[src/rtl/fb_clear_sequencer.sv]
// Purpose : sequences framebuffer clears across NUM_UNITS clear units (bit 0 = colour), one unit at a time.
// Latency : accept at cycle 0, DRAIN at 1, first apply at 2 (pipe_idle high); 3 cycles minimum between unit applies.
// Backpr. : s_cmd_tready is high only in IDLE; a command held valid while busy waits and is never dropped.
//
// Ports   : aclk/resetn (async active-low); s_cmd_* command handshake + unit mask; pipe_idle in / pipe_hold out
//           fragment drain control; unit_apply (1-cycle pulse) / unit_applied (unit idle) per clear unit;
//           busy, done (1-cycle pulse), last_clear_cycles (duration of the last command).
// Option  : define FB_CLEAR_CYCLE_COUNT_EN to build the cycle counter behind last_clear_cycles
//           (otherwise the port is tied to 0; the port list is the same either way).
module fb_clear_sequencer #(
  parameter int NUM_UNITS = 3,
  parameter int CNT_WIDTH = 32
) (
  input  logic                 aclk,
  input  logic                 resetn,
  input  logic                 s_cmd_tvalid,
  output logic                 s_cmd_tready,
  input  logic [NUM_UNITS-1:0] s_cmd_tmask,
  input  logic                 pipe_idle,
  output logic                 pipe_hold,
  output logic [NUM_UNITS-1:0] unit_apply,
  input  logic [NUM_UNITS-1:0] unit_applied,
  output logic                 busy,
  output logic                 done,
  output logic [CNT_WIDTH-1:0] last_clear_cycles
);

  typedef enum logic [2:0] {
    S_IDLE  = 3'd0,
    S_DRAIN = 3'd1,
    S_APPLY = 3'd2,
    S_ARM   = 3'd3,
    S_WAIT  = 3'd4,
    S_DONE  = 3'd5
  } state_t;

  state_t                 state_q, state_d;
  logic [NUM_UNITS-1:0]   remaining_q, remaining_d;
  logic [NUM_UNITS-1:0]   unit_apply_q, unit_apply_d;
  logic                   active_q, active_d;
  logic                   done_q, done_d;
  logic [NUM_UNITS-1:0]   sel_oh;
  logic                   accept;

  // One-hot of the lowest set bit: units are served in ascending index order.
  function automatic logic [NUM_UNITS-1:0] lowest_onehot(input logic [NUM_UNITS-1:0] v);
    logic [NUM_UNITS-1:0] res;
    res = '0;
    for (int i = NUM_UNITS - 1; i >= 0; i--) begin
      if (v[i]) begin
        res    = '0;
        res[i] = 1'b1;
      end
    end
    return res;
  endfunction

  assign s_cmd_tready = (state_q == S_IDLE);
  assign accept       = s_cmd_tvalid & s_cmd_tready;

  always_comb begin
    state_d      = state_q;
    remaining_d  = remaining_q;
    // remaining is only modified in WAIT, so this still names the unit pulsed in APPLY.
    sel_oh       = lowest_onehot(remaining_q);
    case (state_q)
      S_IDLE: begin
        if (s_cmd_tvalid) begin
          remaining_d = s_cmd_tmask;
          state_d     = (s_cmd_tmask != '0) ? S_DRAIN : S_DONE;
        end
      end
      S_DRAIN: if (pipe_idle) state_d = S_APPLY;
      S_APPLY: state_d = S_ARM;
      // ARM gives the unit one cycle to drop its registered applied flag.
      S_ARM:   state_d = S_WAIT;
      S_WAIT: begin
        if ((unit_applied & sel_oh) != '0) begin
          remaining_d = remaining_q & ~sel_oh;
          state_d     = (remaining_d != '0) ? S_APPLY : S_DONE;
        end
      end
      S_DONE:  state_d = S_IDLE;
      default: state_d = S_IDLE;
    endcase

    // Outputs are registered decodes of the next state so they line up with the state register.
    unit_apply_d = (state_d == S_APPLY) ? lowest_onehot(remaining_d) : '0;
    active_d     = (state_d != S_IDLE);
    done_d       = (state_d == S_DONE);
  end

  always_ff @(posedge aclk or negedge resetn) begin
    if (!resetn) begin
      state_q      <= S_IDLE;
      remaining_q  <= '0;
      unit_apply_q <= '0;
      active_q     <= 1'b0;
      done_q       <= 1'b0;
    end else begin
      state_q      <= state_d;
      remaining_q  <= remaining_d;
      unit_apply_q <= unit_apply_d;
      active_q     <= active_d;
      done_q       <= done_d;
    end
  end

  assign unit_apply = unit_apply_q;
  assign pipe_hold  = active_q;
  assign busy       = active_q;
  assign done       = done_q;

`ifdef FB_CLEAR_CYCLE_COUNT_EN
  logic [CNT_WIDTH-1:0] cnt_q, cnt_d;
  logic [CNT_WIDTH-1:0] last_q, last_d;

  always_comb begin
    cnt_d  = cnt_q;
    last_d = last_q;
    if (accept) begin
      cnt_d = '0;
    end else if (active_q && (cnt_q != '1)) begin
      cnt_d = cnt_q + CNT_WIDTH'(1);
    end
    // Capture including the DONE cycle itself, so the result is the number of busy cycles.
    if (state_q == S_DONE) last_d = cnt_d;
  end

  always_ff @(posedge aclk or negedge resetn) begin
    if (!resetn) begin
      cnt_q  <= '0;
      last_q <= '0;
    end else begin
      cnt_q  <= cnt_d;
      last_q <= last_d;
    end
  end

  assign last_clear_cycles = last_q;
`else
  assign last_clear_cycles = '0;
`endif

endmodule

[config.mk]
export PLATFORM = sky130hd
export DESIGN_NAME = fb_clear_sequencer
export DESIGN_NICKNAME = d
export VERILOG_FILES = /design/src/rtl/fb_clear_sequencer.sv
export SDC_FILE = /design/constraint.sdc
export NUM_CORES = 1
export LEC_CHECK = 0
export BUFFER_PORTS_ARGS = -buffer_cell sky130_fd_sc_hd__buf_2
export CAP_MARGIN = 20
export CORE_MARGIN = 3
export CORE_UTILIZATION = 43
export CTS_CLUSTER_DIAMETER = 200
export CTS_CLUSTER_SIZE = 16
export DETAILED_ROUTE_END_ITERATION = 10
export PLACE_DENSITY = 0.78
export SYNTH_ARGS = -nofsm -noshare
export SYNTH_HDL_FRONTEND = slang
export SYNTH_SLANG_ARGS = --single-unit
[constraint.sdc]
create_clock -name aclk -period 1.75 [get_ports aclk]
set_input_delay 0.2625 -clock aclk [delete_from_list [all_inputs] [get_ports aclk]]
set_output_delay 0.2625 -clock aclk [all_outputs]
set_load 0.005 [all_outputs]
; ---- Yosys cells after proc, flatten, opt, wreduce, memory -nomap -nowiden
; Cells that the tools add are included.
[classes]
add_sub_neg = 0
mul = 0
div_mod_pow = 0
magnitude_cmp = 0
eq_ne = 6
shift = 0
mux = 16
bitwise = 3
reduce_logical = 5
[op_table]
columns = op, count
row1 = $mux W3, 14
row2 = $pmux W3 S5, 1
row3 = $reduce_bool A3 Y1, 4
row4 = $eq A3 B2 Y1 const B, 3
row5 = $and A3 B3 Y3, 2
row6 = $eq A3 B3 Y1 const B, 2
row7 = $pmux W3 S2, 1
row8 = $eq A3 B1 Y1 const B, 1
row9 = $logic_not A3 Y1, 1
row10 = $not A3 Y3, 1
[totals]
register_bits = 11
latchBits = 0
mem_bits_rw = 0
mem_bits_ro = 0
inputBits = 10
out_inout_bits = 39
word_cells = 35
n_memories = 0

; ---- Longest topological paths before layout
[depth]
ltp_word = 11
ltp_mapped = 5
depth_no_buf = 4

; ---- Least setup slack after synthesis
; OpenSTA, ideal clock, no wires.
[synth_path]
path_type = reg-to-reg
start = register state_q[0]
end = register unit_apply_q[2], in the netlist unit_apply[2]
setup_time_ps = 95
arrival_ps = 1456
required_time_ps = 1655
setup_slack_ps = 199
stages_incl_launch_ff = 5
path_buffers = 0
period_less_slack_ps = 1551
cell_sequence = dfrtp_1 > nor4b_4 > mux2i_1 > o22ai_1 > nor4b_2
[synth_via]
elab_chain_cells = 6
elab_cells_between_ends = 15
classes_between = eq/ne: 5 / mux: 9 / reduce/logical: 1
[synth_lines]
columns = element, line
row1 = from (decl), 37  ; state_t state_q, state_d;
row2 = from (signal assigned), 101  ; state_q <= state_d;
row3 = $eq A3 B3 Y1 / $logic_not A3 Y1 (equally long branches), 66  ; case (state_q)
row4 = $pmux W3 S2, 66
row5 = $mux W3 (3 in series), 50  ; if (v[i]) begin
row6 = $mux W3 (*), 88  ; unit_apply_d = (state_d == S_APPLY) ? lowest_onehot(remaining_d) : '0;
row7 = named net unit_apply_d[2], 39  ; logic [NUM_UNITS-1:0] unit_apply_q, unit_apply_d;
row8 = to (signal assigned), 103  ; unit_apply_q <= unit_apply_d;
row9 = to (decl), 39
; Mark *: on every way through the listed nets, which the timed path passes. The rest lies on a longest branch.

; ---- Worst setup path in the final report
[layout_path]
start = register state_q[0]
end = register unit_apply_q[0], in the netlist unit_apply[0]
[layout_via]
elab_chain_cells = 5
elab_cells_between_ends = 14
classes_between = eq/ne: 5 / mux: 8 / reduce/logical: 1
[layout_lines]
columns = element, line
row1 = $eq A3 B3 Y1 / $logic_not A3 Y1 (equally long branches), 66
row2 = $pmux W3 S2, 66
row3 = $mux W3 (2 in series), 50
row4 = $mux W3 (*), 88
row5 = named net unit_apply_d[0], 39
; Marks and branches as above.

==> flow_summary.rst <==
.. list-table::
   :header-rows: 1

   * - Metric
     - Value
   * - Run status
     - finished, final reports clean
   * - Largest net degree at the start of global routing
     - 12
   * - Wire length per cell
     - 11.4 um
   * - Fraction of the yosys area taken by sequential cells
     - 31.5%
   * - Maximum fanout count along the critical path
     - 9
   * - Via count of the routed design
     - 637
   * - Count of pins over their slew limit
     - 0
   * - Number of enable flip-flop cells after synthesis
     - 0
   * - Type of the worst setup path
     - reg2reg
   * - I/O pin count
     - 49
   * - Unrepaired setup endpoints after global routing
     - no
   * - Final Hold Violating Endpoints
     - 0
   * - Cell area after layout
     - 926 sq um
   * - HPWL reported at the end of detailed placement
     - 1.26 mm
   * - Global-route wire length before repair
     - 2.38 mm
   * - Total wire length after detailed routing
     - 1.59 mm
   * - Area share of the largest cell type after synthesis
     - 31.5%
   * - Final net count
     - 125
   * - Final min period
     - 1.66 ns
   * - Yosys Warn Count
     - 0
   * - Gr ovfl total
     - 0
   * - Critical path startpoint category
     - flop
   * - Number of antenna violations at the first check in global routing
     - 0
   * - Comb pwr share
     - 50.9%
   * - Clock H-tree levels
     - 1
   * - Antenna-violating nets left
     - 0
   * - Area post-placement
     - 866 sq um
   * - Largest voltage drop on the vdd net
     - 0.564 mV
   * - Worst hold-check slack
     - 0.324 ns
   * - Pleak
     - 0.467 nW
   * - Final clock period utilization by the worst path
     - 94.7%
   * - Horizontal die dimension
     - 51.1 um
   * - Synth Flop Type
     - sky130_fd_sc_hd__dfrtp_1
   * - P&R area growth vs syn
     - 5.87%
   * - Top cells by area, synth
     - sky130_fd_sc_hd__dfrtp_1 (31%), sky130_fd_sc_hd__buf_4 (28%), sky130_fd_sc_hd__mux2i_1 (4.6%)
   * - Power per standard cell area
     - 1430 nW/um^2
   * - Skew final
     - 0.00379 ns
   * - Cell chosen for the clock root
     - sky130_fd_sc_hd__clkbuf_4
   * - Final weighted congestion in routability-driven placement
     - 0.850
   * - Synth area leader
     - sky130_fd_sc_hd__dfrtp_1
   * - Ant diodes
     - 0
   * - Maximum frequency from static timing analysis
     - 603 MHz
   * - CTS buffer count
     - 3
   * - Part of the total power dissipated in the clock network
     - 13.3%
   * - Worst-path clk slew
     - 0.07 ns
   * - Kind of end point of the critical path
     - flop
   * - Overall routing resource usage
     - 12.3%
   * - Synthesized instance count
     - 92
   * - Clock network latency to the later pin of the worst-skew pair
     - 0.27 ns
   * - Floorplan die height
     - 51.1 um
   * - Aggregate negative setup slack
     - 0 ns
   * - Crit path cell chain
     - or3b_4 -> a21oi_1 -> a21oi_2 -> nor4_1
   * - Remaining DRCs
     - 0
   * - Clock tree from TritonCTS
     - built
   * - Biggest cell delay along the critical path
     - 0.48 ns
   * - Count of final setup violators
     - 0
   * - Num Clock Sinks
     - 11
   * - Average via count per standard cell
     - 4.58
   * - Sequential fraction of design power
     - 35.8%
   * - Final core area utilization
     - 50.9%
   * - Switching share of power
     - 43.6%
   * - Die Footprint
     - 2610 sq um
   * - Number of synthesized register bits
     - 11
   * - Number of placement rows
     - 15
   * - Share of synthesized registers carrying an async set or reset
     - 100%
   * - First DRT Iteration DRCs
     - 10
   * - Max capacitance violation total
     - 0
   * - Per-instance average area after synthesis
     - 9.51 sq um
   * - Length of the first detailed-routing pass in iterations
     - 4
   * - Initial Util
     - 48.0%
   * - Maximum buffer depth of the clock tree
     - 2
   * - Count of cell types in the netlist
     - 32
   * - Via count of the first global-routing pass
     - 524
   * - Area of the core
     - 1820 sq um
   * - Ratio of cells with drive above 1 in the final layout
     - 30.7%
   * - Worst min-delay path class
     - in2reg
   * - Netlist area before placement
     - 875 sq um
   * - Slowest stage cell, crit path
     - sky130_fd_sc_hd__or3b_4
   * - Switching power total
     - 0.578 mW
   * - Cell-internal power
     - 0.746 mW
   * - Count of port buffers added during placement
     - 16
   * - Data arrival, critical path
     - 1.81 ns
   * - CP required
     - 1.91 ns
## repair_timing
action                                  in CTS  in global routing
endpoints found under the hold margin       11                  0
buffers inserted                             0                  2
endpoints found under the setup margin       0                  3
hold buffers                                 1                  0
resized for setup                            0                  3
## stage by stage
stage	instances	total power [mW]	setup WS [ns]
floorplan	123	0.952	0.199
global placement	132	1.07	0.106
detailed placement	132	1.09	0.0515
CTS	137	1.27	0.0360
global route	139	1.42	0.00198
finish	139	1.32	0.0924
## sequential cells by signal, summed over array words and instances (netlist names)
signal,cells
remaining_q,3
state_q,3
unit_apply,3
busy,1
done,1
## cell families (layout without fill, tap and decap cells)
kind of cell / Yosys count / after routing / synth area share, %
compound gates: 15 / 15 / 13.0
buf+inv: 39 / 30 / 30.9
flops: 11 / 11 / 31.5
mux: 4 / 4 / 4.58
other cells: 1 / 32 / 0.429
simple gates: 22 / 22 / 19.6
## synth_stat cells (all sizes together) (2+ instances only)
library cell	count
nand3b	3
dfrtp	11
buf	33
nand3	3
o21ai	2
nor2	3
mux2i	4
nor3	3
a211oi	2
nor4b	3
a21oi	6
inv	5
## layout make-up
cell class                 count  area, sq um
tap                           25         31.3
multi-input combinational     73          453
sequential                    11          277
fill                         182          895
inverter                       5         18.8
clock buffer                   4         26.3
timing repair buffer          21          120
## power by group through the flow
stage,logic (mW),registers [mW],clock network [mW]
2_1_floorplan,0.500,0.453,0
3_3_place_gp,0.601,0.468,0
3_5_place_dp,0.620,0.472,0
4_1_cts,0.625,0.466,0.176
5_1_grt,0.748,0.488,0.181
6_report,0.674,0.475,0.176
## cells in the final DEF (no fill, tap or decap)
master / count
sky130_fd_sc_hd__a211oi_2: 1
sky130_fd_sc_hd__a211oi_4: 1
sky130_fd_sc_hd__a21oi_1: 4
sky130_fd_sc_hd__a21oi_2: 2
sky130_fd_sc_hd__a22oi_1: 1
sky130_fd_sc_hd__and2_1: 1
sky130_fd_sc_hd__and3b_1: 1
sky130_fd_sc_hd__buf_2: 16
sky130_fd_sc_hd__buf_4: 4
sky130_fd_sc_hd__clkbuf_1: 1
sky130_fd_sc_hd__clkbuf_4: 3
sky130_fd_sc_hd__conb_1: 32
sky130_fd_sc_hd__dfrtp_1: 10
sky130_fd_sc_hd__dfrtp_2: 1
sky130_fd_sc_hd__dlygate4sd3_1: 1
sky130_fd_sc_hd__inv_1: 4
sky130_fd_sc_hd__inv_2: 1
sky130_fd_sc_hd__mux2i_1: 3
sky130_fd_sc_hd__mux2i_2: 1
sky130_fd_sc_hd__nand2_1: 1
sky130_fd_sc_hd__nand2b_1: 1
sky130_fd_sc_hd__nand3_1: 3
sky130_fd_sc_hd__nand3b_1: 3
sky130_fd_sc_hd__nand4b_1: 1
sky130_fd_sc_hd__nor2_1: 2
sky130_fd_sc_hd__nor2_2: 1
sky130_fd_sc_hd__nor3_1: 3
sky130_fd_sc_hd__nor4_1: 1
sky130_fd_sc_hd__nor4b_2: 2
sky130_fd_sc_hd__nor4b_4: 1
sky130_fd_sc_hd__o211ai_1: 1
sky130_fd_sc_hd__o21ai_0: 1
sky130_fd_sc_hd__o21ai_1: 1
sky130_fd_sc_hd__o21bai_1: 1
sky130_fd_sc_hd__o22ai_1: 1
sky130_fd_sc_hd__o311ai_1: 1
sky130_fd_sc_hd__or3b_4: 1
## metal layers
layer,wire length (um),track usage (%),up-vias
met4,14,5.38,0
met1,588,14.4,302
li1,-,-,296
met3,183,2.62,2
met2,801,21.5,37
met5,0,0,-
## critical path: cells and delay by family, from the launching register on
family | cells | cell delay [ns]
compound gates | 2 | 0.32
flops | 1 | 0.47
simple gates | 2 | 0.75
## worst paths after layout
kind / start / endpoint / slack (ns) / cells after the start
max in group asynchronous: resetn / state_q[2] / 1.15 / 2
setup reg to reg: state_q[0] / unit_apply[0] / 0.09 / 4
hold reg to reg: remaining_q[2] / remaining_q[2] / 0.71 / 2
min in group asynchronous: resetn / state_q[1] / 0.39 / 2
setup / recovery: state_q[0] / unit_apply[0] / 0.09 / 4
hold / removal: s_cmd_tmask[2] / remaining_q[2] / 0.32 / 3
Power figures use the tool's default switching activity.
